### config.mk
export PLATFORM = sky130hd
export DESIGN_NAME = ysyx_22051468_mdu
export DESIGN_NICKNAME = d
export VERILOG_FILES = /design/src/rtl/ysyx_22051468_mdu_pkg.sv /design/src/rtl/ysyx_22051468_mdu_step.sv /design/src/rtl/ysyx_22051468_mdu.sv
export SDC_FILE = /design/constraint.sdc
export NUM_CORES = 2
export LEC_CHECK = 0
export ABC_AREA = 1
export ABC_CLOCK_PERIOD_IN_PS = 6500
export CAP_MARGIN = 20
export CORE_ASPECT_RATIO = 2
export CORE_MARGIN = 3
export CORE_UTILIZATION = 55
export DETAILED_ROUTE_END_ITERATION = 6
export GPL_ROUTABILITY_DRIVEN = 1
export MAX_ROUTING_LAYER = met4
export PLACE_DENSITY_LB_ADDON = 0.25
export SYNTH_ARGS = -nofsm -noshare
export SYNTH_HDL_FRONTEND = slang
export SYNTH_SLANG_ARGS = --single-unit
export TNS_END_PERCENT = 10
### constraint.sdc
create_clock -name clk -period 6.5 [get_ports clk]
set_clock_uncertainty 0.05 [all_clocks]
set_input_delay 1.625 -clock clk [delete_from_list [all_inputs] [get_ports clk]]
set_output_delay 1.625 -clock clk [all_outputs]
set_load 0.02 [all_outputs]
### src/rtl/ysyx_22051468_mdu_pkg.sv
// Shared definitions for the RV64M multiply/divide unit.
//   - MDU funct3 codes as decoded from the instruction
//   - FSM state encoding (2 bits)
//   - operand signedness helpers keyed on funct3
package ysyx_22051468_mdu_pkg;

    localparam logic [2:0] MDU_MUL    = 3'b000;
    localparam logic [2:0] MDU_MULH   = 3'b001;
    localparam logic [2:0] MDU_MULHSU = 3'b010;
    localparam logic [2:0] MDU_MULHU  = 3'b011;
    localparam logic [2:0] MDU_DIV    = 3'b100;
    localparam logic [2:0] MDU_DIVU   = 3'b101;
    localparam logic [2:0] MDU_REM    = 3'b110;
    localparam logic [2:0] MDU_REMU   = 3'b111;

    typedef enum logic [1:0] {
        MDU_IDLE = 2'd0,
        MDU_CALC = 2'd1,
        MDU_DONE = 2'd2
    } mdu_state_e;

    function automatic logic op_rs1_signed(input logic [2:0] op);
        return (op == MDU_MUL) || (op == MDU_MULH) || (op == MDU_MULHSU) ||
               (op == MDU_DIV) || (op == MDU_REM);
    endfunction

    function automatic logic op_rs2_signed(input logic [2:0] op);
        return (op == MDU_MUL) || (op == MDU_MULH) ||
               (op == MDU_DIV) || (op == MDU_REM);
    endfunction

endpackage

### src/rtl/ysyx_22051468_mdu_step.sv
// One iteration of the shared bit-serial datapath.
//   is_div  : 1 = restoring-divide step, 0 = shift-add multiply step
//   is_w    : operand width is WORD instead of WIDTH (selects the scanned bit)
//   acc_i   : 2*WIDTH accumulator (product, or remainder in the low half)
//   shreg_i : multiplier / dividend shift register (quotient shifts in at LSB)
//   opnd_i  : multiplicand / divisor magnitude
//   acc_o, shreg_o : values after this iteration
module ysyx_22051468_mdu_step #(
    parameter int WIDTH = 64,
    parameter int WORD  = 32
) (
    input  logic                 is_div,
    input  logic                 is_w,
    input  logic [2*WIDTH-1:0]   acc_i,
    input  logic [WIDTH-1:0]     shreg_i,
    input  logic [WIDTH-1:0]     opnd_i,
    output logic [2*WIDTH-1:0]   acc_o,
    output logic [WIDTH-1:0]     shreg_o
);

    logic             top_bit;
    logic [WIDTH:0]   trial;
    logic [WIDTH:0]   diff;

    always_comb begin
        // Both algorithms consume the operand MSB-first; for word ops the
        // MSB sits at WORD-1 since the magnitude is zero above it.
        top_bit = is_w ? shreg_i[WORD-1] : shreg_i[WIDTH-1];
        trial   = {acc_i[WIDTH-1:0], top_bit};
        diff    = trial - {1'b0, opnd_i};
        acc_o   = '0;
        shreg_o = {shreg_i[WIDTH-2:0], 1'b0};
        if (is_div) begin
            // Remainder stays below the divisor, so a borrow out of the
            // extra bit means the trial subtraction must be restored.
            if (!diff[WIDTH]) begin
                acc_o   = {{WIDTH{1'b0}}, diff[WIDTH-1:0]};
                shreg_o = {shreg_i[WIDTH-2:0], 1'b1};
            end else begin
                acc_o   = {{WIDTH{1'b0}}, trial[WIDTH-1:0]};
            end
        end else begin
            acc_o = {acc_i[2*WIDTH-2:0], 1'b0} +
                    (top_bit ? {{WIDTH{1'b0}}, opnd_i} : {2*WIDTH{1'b0}});
        end
    end

endmodule

### src/rtl/ysyx_22051468_mdu.sv
// Iterative RV64M multiply/divide unit (execute stage).
// Ports:
//   clk, rst                : clock, synchronous active-high reset
//   valid_i / ready_o       : request handshake (ready_o = IDLE decode)
//   op_i, is_W_i            : funct3 and word-variant flag
//   rs1_data_i, rs2_data_i  : operands
//   rd_addr_i               : destination register, returned as w_addr_o
//   flush_i                 : abort the in-flight op
//   valid_o / ready_i       : result handshake with writeback
//   w_addr_en, w_addr_o, w_data_o : registered writeback
//   hold_pipeline_en        : stall request while the op is outstanding
module ysyx_22051468_mdu
    import ysyx_22051468_mdu_pkg::*;
#(
    parameter int WIDTH = 64,
    parameter int WORD  = 32
) (
    input  logic              clk,
    input  logic              rst,
    input  logic              valid_i,
    output logic              ready_o,
    input  logic [2:0]        op_i,
    input  logic              is_W_i,
    input  logic [WIDTH-1:0]  rs1_data_i,
    input  logic [WIDTH-1:0]  rs2_data_i,
    input  logic [4:0]        rd_addr_i,
    input  logic              flush_i,
    output logic              valid_o,
    input  logic              ready_i,
    output logic              w_addr_en,
    output logic [4:0]        w_addr_o,
    output logic [WIDTH-1:0]  w_data_o,
    output logic              hold_pipeline_en
);

    localparam int AW = 2 * WIDTH;
    localparam int CW = $clog2(WIDTH);
    localparam int SH = WIDTH - WORD;

    // Sign- or zero-extend the low WORD bits when w is set.
    function automatic logic signed [WIDTH-1:0] extend(input logic [WIDTH-1:0] x,
                                                       input logic w, input logic sgn);
        logic signed [WIDTH-1:0] t;
        t = x << SH;
        if (!w) return x;
        return sgn ? (t >>> SH) : (t >> SH);
    endfunction

    // Sign fix-up and result selection applied on the last iteration.
    function automatic logic [WIDTH-1:0] fixup(input logic [2:0] op, input logic w,
                                               input logic neg, input logic neg_r,
                                               input logic [AW-1:0] prod,
                                               input logic [WIDTH-1:0] quo,
                                               input logic [WIDTH-1:0] rem);
        logic [AW-1:0]    prod_s;
        logic [WIDTH-1:0] res;
        prod_s = neg ? -prod : prod;
        case (op)
            MDU_MUL:                         res = prod_s[WIDTH-1:0];
            MDU_MULH, MDU_MULHSU, MDU_MULHU: res = prod_s[AW-1:WIDTH];
            MDU_DIV, MDU_DIVU:               res = neg ? -quo : quo;
            default:                         res = neg_r ? -rem : rem;
        endcase
        return w ? extend(res, 1'b1, 1'b1) : res;
    endfunction

    mdu_state_e              state_q, state_d;
    logic [CW-1:0]           cnt_q;
    logic [2:0]              op_q;
    logic                    w_q, neg_q, neg_r_q;
    logic [WIDTH-1:0]        shreg_q, opnd_q, shreg_nx;
    logic [AW-1:0]           acc_q, acc_nx;

    logic                    accept, calc_last;
    logic                    eff_w, s1_sgn, s2_sgn, neg1, neg2, div0, ovf, special;
    logic [2:0]              op_eff;
    logic signed [WIDTH-1:0] a1, a2, min_ext;
    logic [WIDTH-1:0]        mag1, mag2, spec_res;
    logic [CW-1:0]           cnt_init;

    // Request decode: operand extension, magnitudes, special cases.
    always_comb begin
        eff_w    = is_W_i && (WIDTH == 64);
        op_eff   = (eff_w && !op_i[2]) ? MDU_MUL : op_i;  // mulh*w runs as mulw
        s1_sgn   = op_rs1_signed(op_eff);
        s2_sgn   = op_rs2_signed(op_eff);
        a1       = extend(rs1_data_i, eff_w, s1_sgn);
        a2       = extend(rs2_data_i, eff_w, s2_sgn);
        neg1     = s1_sgn && a1[WIDTH-1];
        neg2     = s2_sgn && a2[WIDTH-1];
        mag1     = neg1 ? -a1 : a1;
        mag2     = neg2 ? -a2 : a2;
        min_ext  = {WIDTH{1'b1}} << (eff_w ? WORD - 1 : WIDTH - 1);
        div0     = op_eff[2] && (a2 == '0);
        ovf      = op_eff[2] && s1_sgn && (a1 == min_ext) && (a2 == '1);
        special  = div0 || ovf;
        if (op_eff[1]) spec_res = div0 ? extend(rs1_data_i, eff_w, 1'b1) : '0;
        else           spec_res = div0 ? '1 : min_ext;
        cnt_init = eff_w ? CW'(WORD - 1) : CW'(WIDTH - 1);
    end

    assign accept    = (state_q == MDU_IDLE) && valid_i && !flush_i;
    assign calc_last = (state_q == MDU_CALC) && (cnt_q == '0);

    ysyx_22051468_mdu_step #(.WIDTH(WIDTH), .WORD(WORD)) u_step (
        .is_div  (op_q[2]),
        .is_w    (w_q),
        .acc_i   (acc_q),
        .shreg_i (shreg_q),
        .opnd_i  (opnd_q),
        .acc_o   (acc_nx),
        .shreg_o (shreg_nx)
    );

    always_comb begin
        state_d = state_q;
        case (state_q)
            MDU_IDLE: if (accept) state_d = special ? MDU_DONE : MDU_CALC;
            MDU_CALC: begin
                if (flush_i)        state_d = MDU_IDLE;
                else if (calc_last) state_d = MDU_DONE;
            end
            MDU_DONE: if (flush_i || ready_i) state_d = MDU_IDLE;
            default:  state_d = MDU_IDLE;
        endcase
    end

    // Control and writeback registers.
    always_ff @(posedge clk) begin
        if (rst) begin
            state_q  <= MDU_IDLE;
            w_addr_o <= '0;
            w_data_o <= '0;
        end else begin
            state_q <= state_d;
            if (accept) begin
                w_addr_o <= rd_addr_i;
                if (special) w_data_o <= spec_res;
            end else if (calc_last && !flush_i) begin
                w_data_o <= fixup(op_q, w_q, neg_q, neg_r_q, acc_nx,
                                  shreg_nx, acc_nx[WIDTH-1:0]);
            end
        end
    end

    // Iteration datapath registers.
    always_ff @(posedge clk) begin
        if (accept) begin
            op_q    <= op_eff;
            w_q     <= eff_w;
            neg_q   <= neg1 ^ neg2;
            neg_r_q <= neg1;
            shreg_q <= mag1;
            opnd_q  <= mag2;
            acc_q   <= '0;
            cnt_q   <= cnt_init;
        end else if (state_q == MDU_CALC) begin
            shreg_q <= shreg_nx;
            acc_q   <= acc_nx;
            cnt_q   <= cnt_q - CW'(1);
        end
    end

    assign ready_o          = (state_q == MDU_IDLE);
    assign valid_o          = (state_q == MDU_DONE);
    assign w_addr_en        = valid_o;
    assign hold_pipeline_en = accept || (state_q == MDU_CALC) ||
                              ((state_q == MDU_DONE) && !ready_i);

endmodule

==> results of run 1 <==
-- synthesized netlist by cell type, drive strengths merged --
library cell,count
nor3,176
clkbuf,184
nand4,134
o21a,6
ha,135
fa,2
a31o,1
o21ai,388
a31oi,20
o22ai,84
a211oi,2
dfxtp,198
nand2b,1
nand2,2992
o211ai,49
nand3b,57
o21ba,2
and3,6
nor4,40
xnor2,68
or3,2
and2,6
nand3,687
nor2,1066
o31a,1
inv,1296
xor2,124
a22oi,2
clkinv,8
o41ai,2
a21boi,6
o21bai,25
a21oi,378
buf,62
or2,29
o2111ai,2
edfxtp,140
nor3b,5
o31ai,31
a21o,6
-- through the flow --
step / area (um^2) / std cells / util (%) / TNS, ns
2_1_floorplan: 45000 / 8423 / - / 0
3_3_place_gp: 51900 / 10000 / 64.3 / -0.0506
3_5_place_dp: 51900 / 10000 / 64.3 / -0.174
4_1_cts: 53200 / 10100 / 65.8 / 0
-- routing by layer --
| layer | GRT overflow | track usage, % |
|---|---|---|
| met2 | 1909 | 101 |
| met5 | - | - |
| met4 | 553 | 76.7 |
| met1 | 8 | 71.8 |
| met3 | 8 | 43.1 |
-- kinds of logic after synthesis --
kind of cell    Yosys count  synth area share (%)
flops                   338                  18.2
buf+inv                1550                  13.3
compound gates         1005                  12.4
fa+ha+maj               137                  3.84
simple gates           5201                  48.6
xor+xnor                192                  3.74
-- timing repair --
item | in CTS
resized for setup | 3
hold buffers | 0
setup endpoints to repair | 3
==> metrics.md, run 1 <==
| Metric | Value |
|---|---|
| First-pass GRT wire length | 488 mm |
| Setup bufs post-CTS | 0 |
| Placer Congestion | roughly 1.4 |
| Die height | slightly above 400 um |
| Largest net degree at the start of global routing | 167 |
| Stopped at | global routing |
| Syn nets | a little under 9000 |
| Synth unique cells | 65 |
| Global route total overflow | 2478 |
| Yosys reg bits | 338 |
| Post-synthesis instance total | 8423 |
| Root Driver | clkbuf_16 |
| Run status | did not finish |
| CTS H-tree depth | 2 |
| Syn_area_per_cell | approximately 5.3 um^2 |
| Synth Cell Area | between 40000 and 50000 um^2 |
| Max Root-Sink Buffers | 3 |
| DP HPWL | 221 mm |
| Synth area leaders | nand2_1 25%, inv_1 11%, edfxtp_1 9.3% |
| Cell taking the most area after synthesis | nand2_1 |
| GRT Util Overall | 74.9% |
| Post-synth top area share | between 20% and 30% |
| Num rows | roughly 150 |
| Io pins | around 220 |
| Err | [ERROR GRT-0116] Global routing finished with congestion. Check the congestion regions in the DRC Viewer. |
| Synth warn | 0 |
| Starting density of the core | ~56% |
| Number of buffers created by CTS | 37 |
| Vias in the first global route | between 60000 and 70000 |
| Pre-CTS setup slack | -0.120 ns |
| Die Wd | 208 um |
| Sequential element share of the synthesized area | between 10% and 20% |
| Port Buf Inserts | about 210 |
| TritonCTS Sinks | 338 |
==> run 2, diff against run 1 <==
--- a/config.mk
+++ b/config.mk
@@ -8,13 +8,11 @@
 export ABC_AREA = 1
 export ABC_CLOCK_PERIOD_IN_PS = 6500
 export CAP_MARGIN = 20
-export CORE_ASPECT_RATIO = 2
 export CORE_MARGIN = 3
-export CORE_UTILIZATION = 55
+export CORE_UTILIZATION = 40
 export DETAILED_ROUTE_END_ITERATION = 6
 export GPL_ROUTABILITY_DRIVEN = 1
-export MAX_ROUTING_LAYER = met4
-export PLACE_DENSITY_LB_ADDON = 0.25
+export PLACE_DENSITY_LB_ADDON = 0.15
 export SYNTH_ARGS = -nofsm -noshare
 export SYNTH_HDL_FRONTEND = slang
 export SYNTH_SLANG_ARGS = --single-unit
==> run 2 against run 1 <==
  * The flow now finishes, with violations (design-rule violations)
  * Synthesized cell count unchanged
  * Synthesized area did not move
==> metrics.md, run 2 <==
| Metric | Value |
|---|---|
| Run status | complete, but fails checks (was did not finish) |
| Failing checks | design-rule violations |
| TritonCTS Sinks | 338 (unchanged) |
| Post-detailed-route via-to-cell ratio | between 5 and 6 |
| Worst vdd ir | slightly below 0.2 mV |
| Slew Limit Fails | 0 |
| Hold crit path type | reg2reg |
| Post-synthesis instance total | 8423 (unchanged) |
| Tmin final | around 6.4 ns |
| Setup Viol. Count Final | 0 |
| Placer Congestion | 1.13 (was 1.37) |
| CTS H-tree depth | 2 (unchanged) |
| Syn nets | 8702 (unchanged) |
| Slew headroom | approximately 16% |
| GRT Util Overall | between 40 and 50% |
| Synth area leaders | nand2_1 25%, inv_1 11%, edfxtp_1 9.3% (unchanged) |
| Vias in the first global route | 54700 |
| Clk_lat worst skew | 0.66 ns |
| Max Root-Sink Buffers | 3 (unchanged) |
| Starting density of the core | 40.5% (was 55.7%) |
| Fin. Hold Viols | 0 |
| CP most frequent cell | nand2_1 |
| Most common cell in the netlist | nand2_1 (unchanged) |
| WP data arrival | 6.95 ns |
| Worst Path Required | approximately 7.0 ns |
| Setup TNS Final | 0 ns |
| Port Buf Inserts | 214 (unchanged) |
| Non-filler cells, final | ~11000 |
| Max-Cap Viols | 0 |
| DR pass1 iterations | 7 |
| Synth Cell Area | 45000 um^2 (unchanged) |
| Post-CTS Hold Fix Bufs | 0 (unchanged) |
| Top reg by flops | acc_q |
| Sequential element share of the synthesized area | 18.2% (unchanged) |
| Yosys reg bits | 338 (unchanged) |
| Endpoint type of the worst setup path | flop |
| Global route total overflow | 0 |
| CTS tree | built |
| Most frequent cells in the layout | 2931 x nand2_1, 1271 x inv_1, 997 x nor2_1, 668 x nand3_1, 533 x buf_4 |
| Die Wd | 341 um (was 208 um) |
| Post-synth top cells | 2940 x nand2_1, 1273 x inv_1, 1021 x nor2_1 (unchanged) |
| Core area | between 100000 and 150000 um^2 |
| Prevailing post-synth register cell | dfxtp_1 (unchanged) |
| Initial antenna violation count | 16 |
| Placed cell count | 10400 (was 10000) |
| Post-synth top area share | 24.5% (unchanged) |
| Num rows | 122 (was 147) |
| Final Util | slightly below 50% |
| Crit-path max FO | 16 |
| Syn_area_per_cell | 5.34 um^2 (unchanged) |
| WL final | about 270 mm |
| Final nets | just over 9000 |
| Layout area overhead | 20.4% |
| Clock transition at path regs | 0.06 ns |
| Cell taking the most area after synthesis | nand2_1 (unchanged) |
| RSZ-0062 raised after global routing | true |
| Remaining DRCs | 1 |
| Share of layout cells above drive strength 1 | approximately 9.7% |
| Pre-CTS setup slack | 0.106 ns (was -0.120 ns) |
| Commonest non-fill, non-tap cell in the layout | nand2_1 |
| Period utilization | between 90 and 100% |
| Root Driver | clkbuf_16 (unchanged) |
| Worst setup SP type | flop |
| Die height | 341 um (was 410 um) |
| Number of buffers created by CTS | 45 (was 37) |
| First-pass GRT wire length | 375 mm |
| DP HPWL | 223 mm (was 221 mm) |
| Synth unique cells | 65 (unchanged) |
| Final worst slack | approximately 0.075 ns |
| Max reg flops | about 130 |
| Io pins | 215 (unchanged) |
| Iter 0 DRT Violations | 8400 |
| Slowest stage delay, CP | 0.41 ns |
| Critical path class | reg2reg |
| Via Count | about 60000 |
| Largest net degree at the start of global routing | between 200 and 250 |
| Full die area | approximately 120000 um^2 |
| Async set-or-reset flop fraction in the synthesized netlist | 0% (unchanged) |
| PwrDens | roughly 250 nW/um^2 |
| CP max stage cell | edfxtp_1 |
| Synth warn | 0 (unchanged) |
| WL/cell | 25.5 um |
| Post-synth EDFFs | 140 (unchanged) |
| Final ANT Viol Nets | 0 |
| Leakage power | around 0.028 uW |
| Fmax | approximately 160 MHz |
| Worst-Margin Slew | ~1.3 ns |
[run 2: cell counts after synthesis]
No cell type changed its count.
[run 2: power breakdown]
group	total, uW	switching [uW]	internal, uW
Sequential	2670	244	2420
Clock	2770	1210	1560
Combinational	8360	5930	2430
[run 2: area by class of cell]
type	instances	area, um^2
fillers	12300	57000
multi-input cells	6535	31100
flip-flops and latches	338	8170
repair buffers	768	6540
inverters	1304	4900
well taps	1488	1860
clock buffers	54	1220
clock inverters	30	355
diodes	2	5.00
[run 2: critical path, delay by kind of cell, from the launching register on]
kind / cells / cell delay (ns)
AND/OR/NAND/NOR: 21 / 3.98
AO/OA/AOI/OAI: 5 / 0.83
flip-flops: 1 / 0.41
adder cells (fa/ha/maj): 1 / 0.38
buffers and inverters: 3 / 0.66
[run 2: metrics by stage]
stage | hold WS [ns] | cell area, um^2 | total power [uW]
after global placement | 0.402 | 52200 | 10500
final | 0.413 | 54100 | 13800
after floorplan | 0.423 | 45000 | 6900
after detailed placement | 0.407 | 52200 | 10500
after global routing | 0.433 | 54100 | 14200
after CTS | 0.413 | 53800 | 13300
[run 2: kinds of logic (layout without fill, tap and decap cells)]
family          Yosys count  after routing  share of synthesized area, %
compound gates         1005           1005                          12.4
simple gates           5201           5201                          48.6
buf+inv                1550           2156                          13.3
xor+xnor                192            192                          3.74
fa+ha+maj               137            137                          3.84
other cells               0              2                             0
flops                   338            338                          18.2
[run 2: path summary, 6_finish.rpt]
check | from | end | slack [ns] | cells past startpoint
min | w_addr_o[3]$_SDFFE_PP0P_ | w_addr_o[3]$_SDFFE_PP0P_ | 0.41 | 2
max reg2reg | w_q$_DFFE_PP_ | w_data_o[17]$_SDFFE_PP0P_ | 0.07 | 30
min reg2reg | w_addr_o[3]$_SDFFE_PP0P_ | w_addr_o[3]$_SDFFE_PP0P_ | 0.41 | 2
max | w_q$_DFFE_PP_ | w_data_o[17]$_SDFFE_PP0P_ | 0.07 | 30
[run 2: timing repair]
item                                    in CTS  in global routing
gates resized for setup                      0                 60
buffers inserted                             0                 11
endpoints found under the setup margin       0                 63
[run 2: per-layer routing]
metal / track usage [%] / routed length, um / vias to the layer above
met5: 0 / 105 / -
met4: 27.2 / 20500 / 16
met3: 12.1 / 34100 / 812
met2: 64.0 / 108000 / 3938
met1: 57.0 / 106000 / 27800
li1: - / - / 27900
Note: power is estimated with default switching activity, not from simulation.
